$ cat config.mk
export PLATFORM = sky130hd
export DESIGN_NAME = inst_sequencer
export DESIGN_NICKNAME = d
export VERILOG_FILES = /design/src/rtl/inst_sequencer.sv
export SDC_FILE = /design/constraint.sdc
export NUM_CORES = 1
export LEC_CHECK = 0
export CELL_PAD_IN_SITES_DETAIL_PLACEMENT = 1
export CELL_PAD_IN_SITES_GLOBAL_PLACEMENT = 2
export CORE_MARGIN = 2
export CORE_UTILIZATION = 25
export CTS_CLUSTER_DIAMETER = 80
export DETAILED_ROUTE_END_ITERATION = 6
export PLACE_DENSITY = 0.91
export REMOVE_ABC_BUFFERS = 1
export SETUP_SLACK_MARGIN = 0.05
export SYNTH_ARGS = -nofsm -noshare
export SYNTH_HDL_FRONTEND = slang
export SYNTH_SLANG_ARGS = --single-unit
$ cat constraint.sdc
create_clock -name clk -period 4.42 [get_ports clk]
set_input_delay 0.663 -clock clk [delete_from_list [all_inputs] [get_ports clk]]
set_output_delay 0.663 -clock clk [all_outputs]
set_load 0.01 [all_outputs]
$ cat src/rtl/inst_sequencer.sv
// rtl/inst_sequencer.sv - loads a program into instruction memory, then steps through it.
// The datapath stream is consumed directly from memory read data; this block only steers addresses.
module inst_sequencer #(
    parameter int          INST_W       = 32,
    parameter int          ADDR_W       = 10,
    parameter logic [3:0]  HALT_OPCODE  = 4'hF,
    parameter int          DRAIN_CYCLES = 4
) (
    input  logic              clk,
    input  logic              reset,
    input  logic              host_valid,
    output logic              host_ready,
    input  logic [INST_W-1:0] host_data,
    input  logic              host_last,
    input  logic              start,
    input  logic              abort,
    input  logic              stall,
    input  logic [INST_W-1:0] inst_data,
    output logic [ADDR_W-1:0] inst_addr,
    output logic [ADDR_W-1:0] inst_write_addr,
    output logic [INST_W-1:0] inst_write_data,
    output logic              inst_write_enable,
    output logic              exec_valid,
    output logic              busy,
    output logic              done,
    output logic              aborted,
    output logic [ADDR_W:0]   prog_len,
    output logic              load_error
);

    typedef enum logic [2:0] {
        S_IDLE,
        S_LOAD,
        S_RUN,
        S_DRAIN,
        S_DONE
    } state_t;

    localparam logic [ADDR_W-1:0] ONE_A      = 1;
    localparam logic [ADDR_W:0]   ONE_L      = 1;
    localparam logic [ADDR_W-1:0] WPTR_MAX   = '1;
    localparam logic [3:0]        DRAIN_LAST = 4'(DRAIN_CYCLES - 1);

    state_t            state_q, state_d;
    logic [ADDR_W-1:0] pc_q, pc_d;
    logic [ADDR_W-1:0] wptr_q, wptr_d;
    logic [ADDR_W:0]   prog_len_q, prog_len_d;
    logic              load_error_q, load_error_d;
    logic              aborted_q, aborted_d;
    logic [3:0]        drain_q, drain_d;

    logic       is_halt;
    logic       in_range;
    logic       last_pc;
    logic       issue;
    logic       unused_inst_bits;

    assign is_halt          = (inst_data[INST_W-1 -: 4] == HALT_OPCODE);
    assign in_range         = ({1'b0, pc_q} < prog_len_q);
    assign last_pc          = (({1'b0, pc_q} + ONE_L) == prog_len_q);
    assign unused_inst_bits = ^inst_data[INST_W-5:0];

    assign host_ready = (state_q == S_IDLE) || (state_q == S_LOAD);
    assign busy       = (state_q != S_IDLE);
    assign aborted    = aborted_q;
    assign prog_len   = prog_len_q;
    assign load_error = load_error_q;

    always_comb begin
        state_d           = state_q;
        pc_d              = pc_q;
        wptr_d            = wptr_q;
        prog_len_d        = prog_len_q;
        load_error_d      = load_error_q;
        drain_d           = drain_q;
        aborted_d         = 1'b0;
        inst_write_enable = 1'b0;
        inst_write_addr   = wptr_q;
        inst_write_data   = host_data;
        inst_addr         = '0;
        issue             = 1'b0;
        exec_valid        = 1'b0;
        done              = 1'b0;

        // Abort outranks every other request, but is meaningless while idle.
        if (abort && (state_q != S_IDLE)) begin
            state_d   = S_IDLE;
            aborted_d = 1'b1;
            if (state_q == S_LOAD) begin
                prog_len_d = '0;
            end
        end else begin
            unique case (state_q)
                S_IDLE: begin
                    if (host_valid) begin
                        inst_write_enable = 1'b1;
                        inst_write_addr   = '0;
                        wptr_d            = ONE_A;
                        load_error_d      = 1'b0;
                        if (host_last) begin
                            prog_len_d = ONE_L;
                        end else begin
                            state_d = S_LOAD;
                        end
                    end else if (start && (prog_len_q != '0)) begin
                        state_d = S_RUN;
                        pc_d    = '0;
                    end
                end
                S_LOAD: begin
                    if (host_valid) begin
                        inst_write_enable = 1'b1;
                        wptr_d            = wptr_q + ONE_A;
                        if (host_last) begin
                            prog_len_d = {1'b0, wptr_q} + ONE_L;
                            state_d    = S_IDLE;
                        end else if (wptr_q == WPTR_MAX) begin
                            prog_len_d   = {1'b0, wptr_q} + ONE_L;
                            load_error_d = 1'b1;
                            state_d      = S_IDLE;
                        end
                    end
                end
                S_RUN: begin
                    // Address one ahead on consume so the next word lands as pc advances.
                    inst_addr  = pc_q;
                    issue      = in_range && !is_halt;
                    exec_valid = issue;
                    if (issue && !stall) begin
                        pc_d      = pc_q + ONE_A;
                        inst_addr = pc_q + ONE_A;
                        if (last_pc) begin
                            state_d = S_DRAIN;
                            drain_d = '0;
                        end
                    end else if (is_halt && !stall) begin
                        state_d = S_DRAIN;
                        drain_d = '0;
                    end
                end
                S_DRAIN: begin
                    if (drain_q == DRAIN_LAST) begin
                        state_d = S_DONE;
                    end else begin
                        drain_d = drain_q + 4'd1;
                    end
                end
                S_DONE: begin
                    done    = 1'b1;
                    state_d = S_IDLE;
                end
                default: begin
                    state_d = S_IDLE;
                end
            endcase
        end
    end

    always_ff @(posedge clk or posedge reset) begin
        if (reset) begin
            state_q      <= S_IDLE;
            pc_q         <= '0;
            wptr_q       <= '0;
            prog_len_q   <= '0;
            load_error_q <= 1'b0;
            aborted_q    <= 1'b0;
            drain_q      <= '0;
        end else begin
            state_q      <= state_d;
            pc_q         <= pc_d;
            wptr_q       <= wptr_d;
            prog_len_q   <= prog_len_d;
            load_error_q <= load_error_d;
            aborted_q    <= aborted_d;
            drain_q      <= drain_d;
        end
    end

endmodule
==> metrics.txt <==
total routed wirelength 11,900 um; Fillers 1,551; RR Endpoint prog_len[8]; Post-synth ARST share 100%; # clock sinks 40; top post-synthesis cells by count 40 x dfrtp_1, 40 x nand2_1, 37 x nor2_1, 34 x buf_4, 34 x o21ai_0; num rows 42; Post-Synth XOR/XNOR Area 7.42%; Synth Area in Adders 4.92%; worst path bufs/invs 2; critical path required time 3.76 ns; crit path cell chain ha_1, nand4b_1, a2111oi_0, nor4_2, buf_4, nand4_1, xnor2_1, nor2_1, clkdlybuf4s50_1; Hold-fix buffers, CTS 0; clock share of power 27.0%; GP Congestion 0.869; GRT overflow 0; CTS Root Cell clkbuf_16; Post-route DRC 0; Unique masters post-synth 62; area grow syn2layout 17.5%; R2R depth 7; pin count of the biggest net entering global routing 41; via count 2,980; CP top delay family buffers and inverters; top-area cell type share of the netlist area 30.3%; dpl ws 0.776 ns; Comb pwr share 42.9%; final worst setup slack 0.533 ns; largest family of logic cells by synthesized area simple AND/OR/NAND/NOR gates; register share of total power 30.0%; DR WL/cell 20.4 um; HP Class flop to flop; CP Launch Type flop; R2R Path Start wptr_q[0]; Setup TNS 0 ns; Final Skew 0.00610 ns; Cell Pwr Density 422 nW/um^2; Worst-Margin Slew 1.07 ns; Worst Hold Path EP state_q[2]; worst-skew pair later-pin latency 0.29 ns; endpoint class of the critical path output pin; slew margin rel. 28.8%; CP arrival 3.22 ns; placed cell count 577; top post-synthesis cells by area dfrtp_1 30%, buf_4 7.7%, o21ai_0 5.1%; Post-Layout Cell Count 585; TritonCTS buffer count 5; switching power 0.645 mW; Synth Register Bits 40; setup violators final 0; DRT Pass-1 Iters 4; HP Start drain_q[3]; crit-path max cell delay 0.62 ns; Hold Crit Depth 1; number of top-level pins 141; Yosys top cell by area dfrtp_1; Final Hold Vio Count 0; Ant. Diodes 0; Die Span X 119 um; antenna violations before repair 0; H-tree lvl count 2; Initial Util 25.3%; nets 492; Die H 119 um; vias per inst 5.09; Final Util 29.7%; complex-gate fraction of the synthesized area 16.5%; fin crit period 3.89 ns; first-pass GRT wire length 18,700 um; vias in the first global route 3,175; top_reg_cell synth dfrtp_1; warnings from Yosys 0; Post-DRT Antenna Nets 0; max_cap viols 0; overall fraction of global-route tracks in use 17.0%; Die Area 14,200 sq um; Mean Syn Cell Area 8.22 sq um; simple-gate share of the synthesized area 23.3%; R2R Setup Slk 1.41 ns; crit path launch pc_q[8]; CP Max Fanout 20; Clock Path Buffers 2; Sw Share 39.4%; post-cts repair resize count 0; WS Path Type flop to output pin; Post-synth EDFFs 0; HPWL after DPL 8940 um; CTS tree built; Clk pin slew, worst setup/hold paths 0.06 ns; Cell Area, Synth 3310 sq um; initial DRC count 131; Crit-path slowest cell a2111oi_0; peak supply drop 0.225 mV; Int Power 0.992 mW; post-synthesis mux area share 5.03%; status finished clean; period utilisation layout 87.9%; sequential share of the synthesized area 30.3%; Fmax 257 MHz; Post-CTS Setup Inserts 0; Post-Synthesis Cells 402; Leak 1.53 nW; core region area 13,100 sq um; Slew Limit Fails 0; share of layout cells above drive strength 1 9.29%; Port Buf Inserts 48; RSZ-0062 raised after global routing no
## layout make-up
type                       instances  area [sq um]  share of cell area [%]
multi-input combinational        291          1900                    48.8
sequential                        40          1000                    25.8
timing repair buffer              55           533                    13.7
tap                              176           220                    5.67
clock buffer                       6           139                    3.58
inverter                          15          56.3                    1.45
clock inverter                     2          38.8                   0.999
## sequential cells by signal, summed over array words and instances, names as in the netlist
signal	count
prog_len	11
pc_q	10
drain_q	4
wptr_q	10
load_error	1
state_q	3
aborted	1
## routing by layer
metal	track usage, %	share of wire [%]	up-vias
met5	6.25	0.99	-
met4	2.60	0.89	4
met3	8.48	9.8	10
met2	25.1	43	111
met1	22.0	45	1469
li1	-	-	1386
## stage by stage
stage	hold slack (ns)	area (sq um)	total power, mW
final	0.520	3880	1.64
after global placement	0.492	3710	1.16
after detailed placement	0.497	3710	1.20
after CTS	0.521	3880	1.65
after global routing	0.560	3880	1.74
after floorplan	0.464	2950	0.913
## kinds of logic (layout without fill, tap and decap cells)
kind of cell	count (synthesis)	count (layout)
simple gates	148	148
compound gates	87	87
buf+inv	71	78
flops	40	40
xor+xnor	28	28
mux	15	15
fa+ha+maj	13	13
## power groups by stage
stage | logic, mW | clock network, mW | registers [mW]
after floorplan | 0.427 | 0 | 0.486
after global placement | 0.671 | 0 | 0.491
after detailed placement | 0.701 | 0 | 0.496
after CTS | 0.712 | 0.450 | 0.492
after global routing | 0.778 | 0.460 | 0.504
final | 0.703 | 0.443 | 0.492
## how the worst max path moves through the flow
stage | end | cells past startpoint | slack (ns)
2_1_floorplan | inst_addr[9] | 8 | 0.34
3_3_place_gp | inst_addr[9] | 9 | 0.90
3_5_place_dp | inst_write_addr[8] | 5 | 0.78
4_1_cts | inst_addr[9] | 10 | 0.52
5_1_grt | inst_addr[9] | 10 | 0.35
6_report | inst_addr[9] | 9 | 0.53
## cells in the final DEF, fill, tap and decap left out, drive strengths merged, types with 3 or more instances in the layout
cell	netlist	layout
buf	40	7
inv	15	15
dfrtp	40	40
a211oi	3	3
mux2	13	13
o21ai	36	36
nor4	6	6
o311ai	4	4
a21oi	16	16
xor2	16	16
nor2b	10	10
nand2b	4	4
nand4	4	4
nand2	40	40
nor3	10	10
nor2	38	38
ha	13	13
o31ai	7	7
or3	5	5
xnor2	12	12
nand3	9	9
clkdlybuf4s50	0	48
and2	3	3
clkbuf	16	6
and3	7	7
No activity file was read; power rests on OpenSTA's default activity.
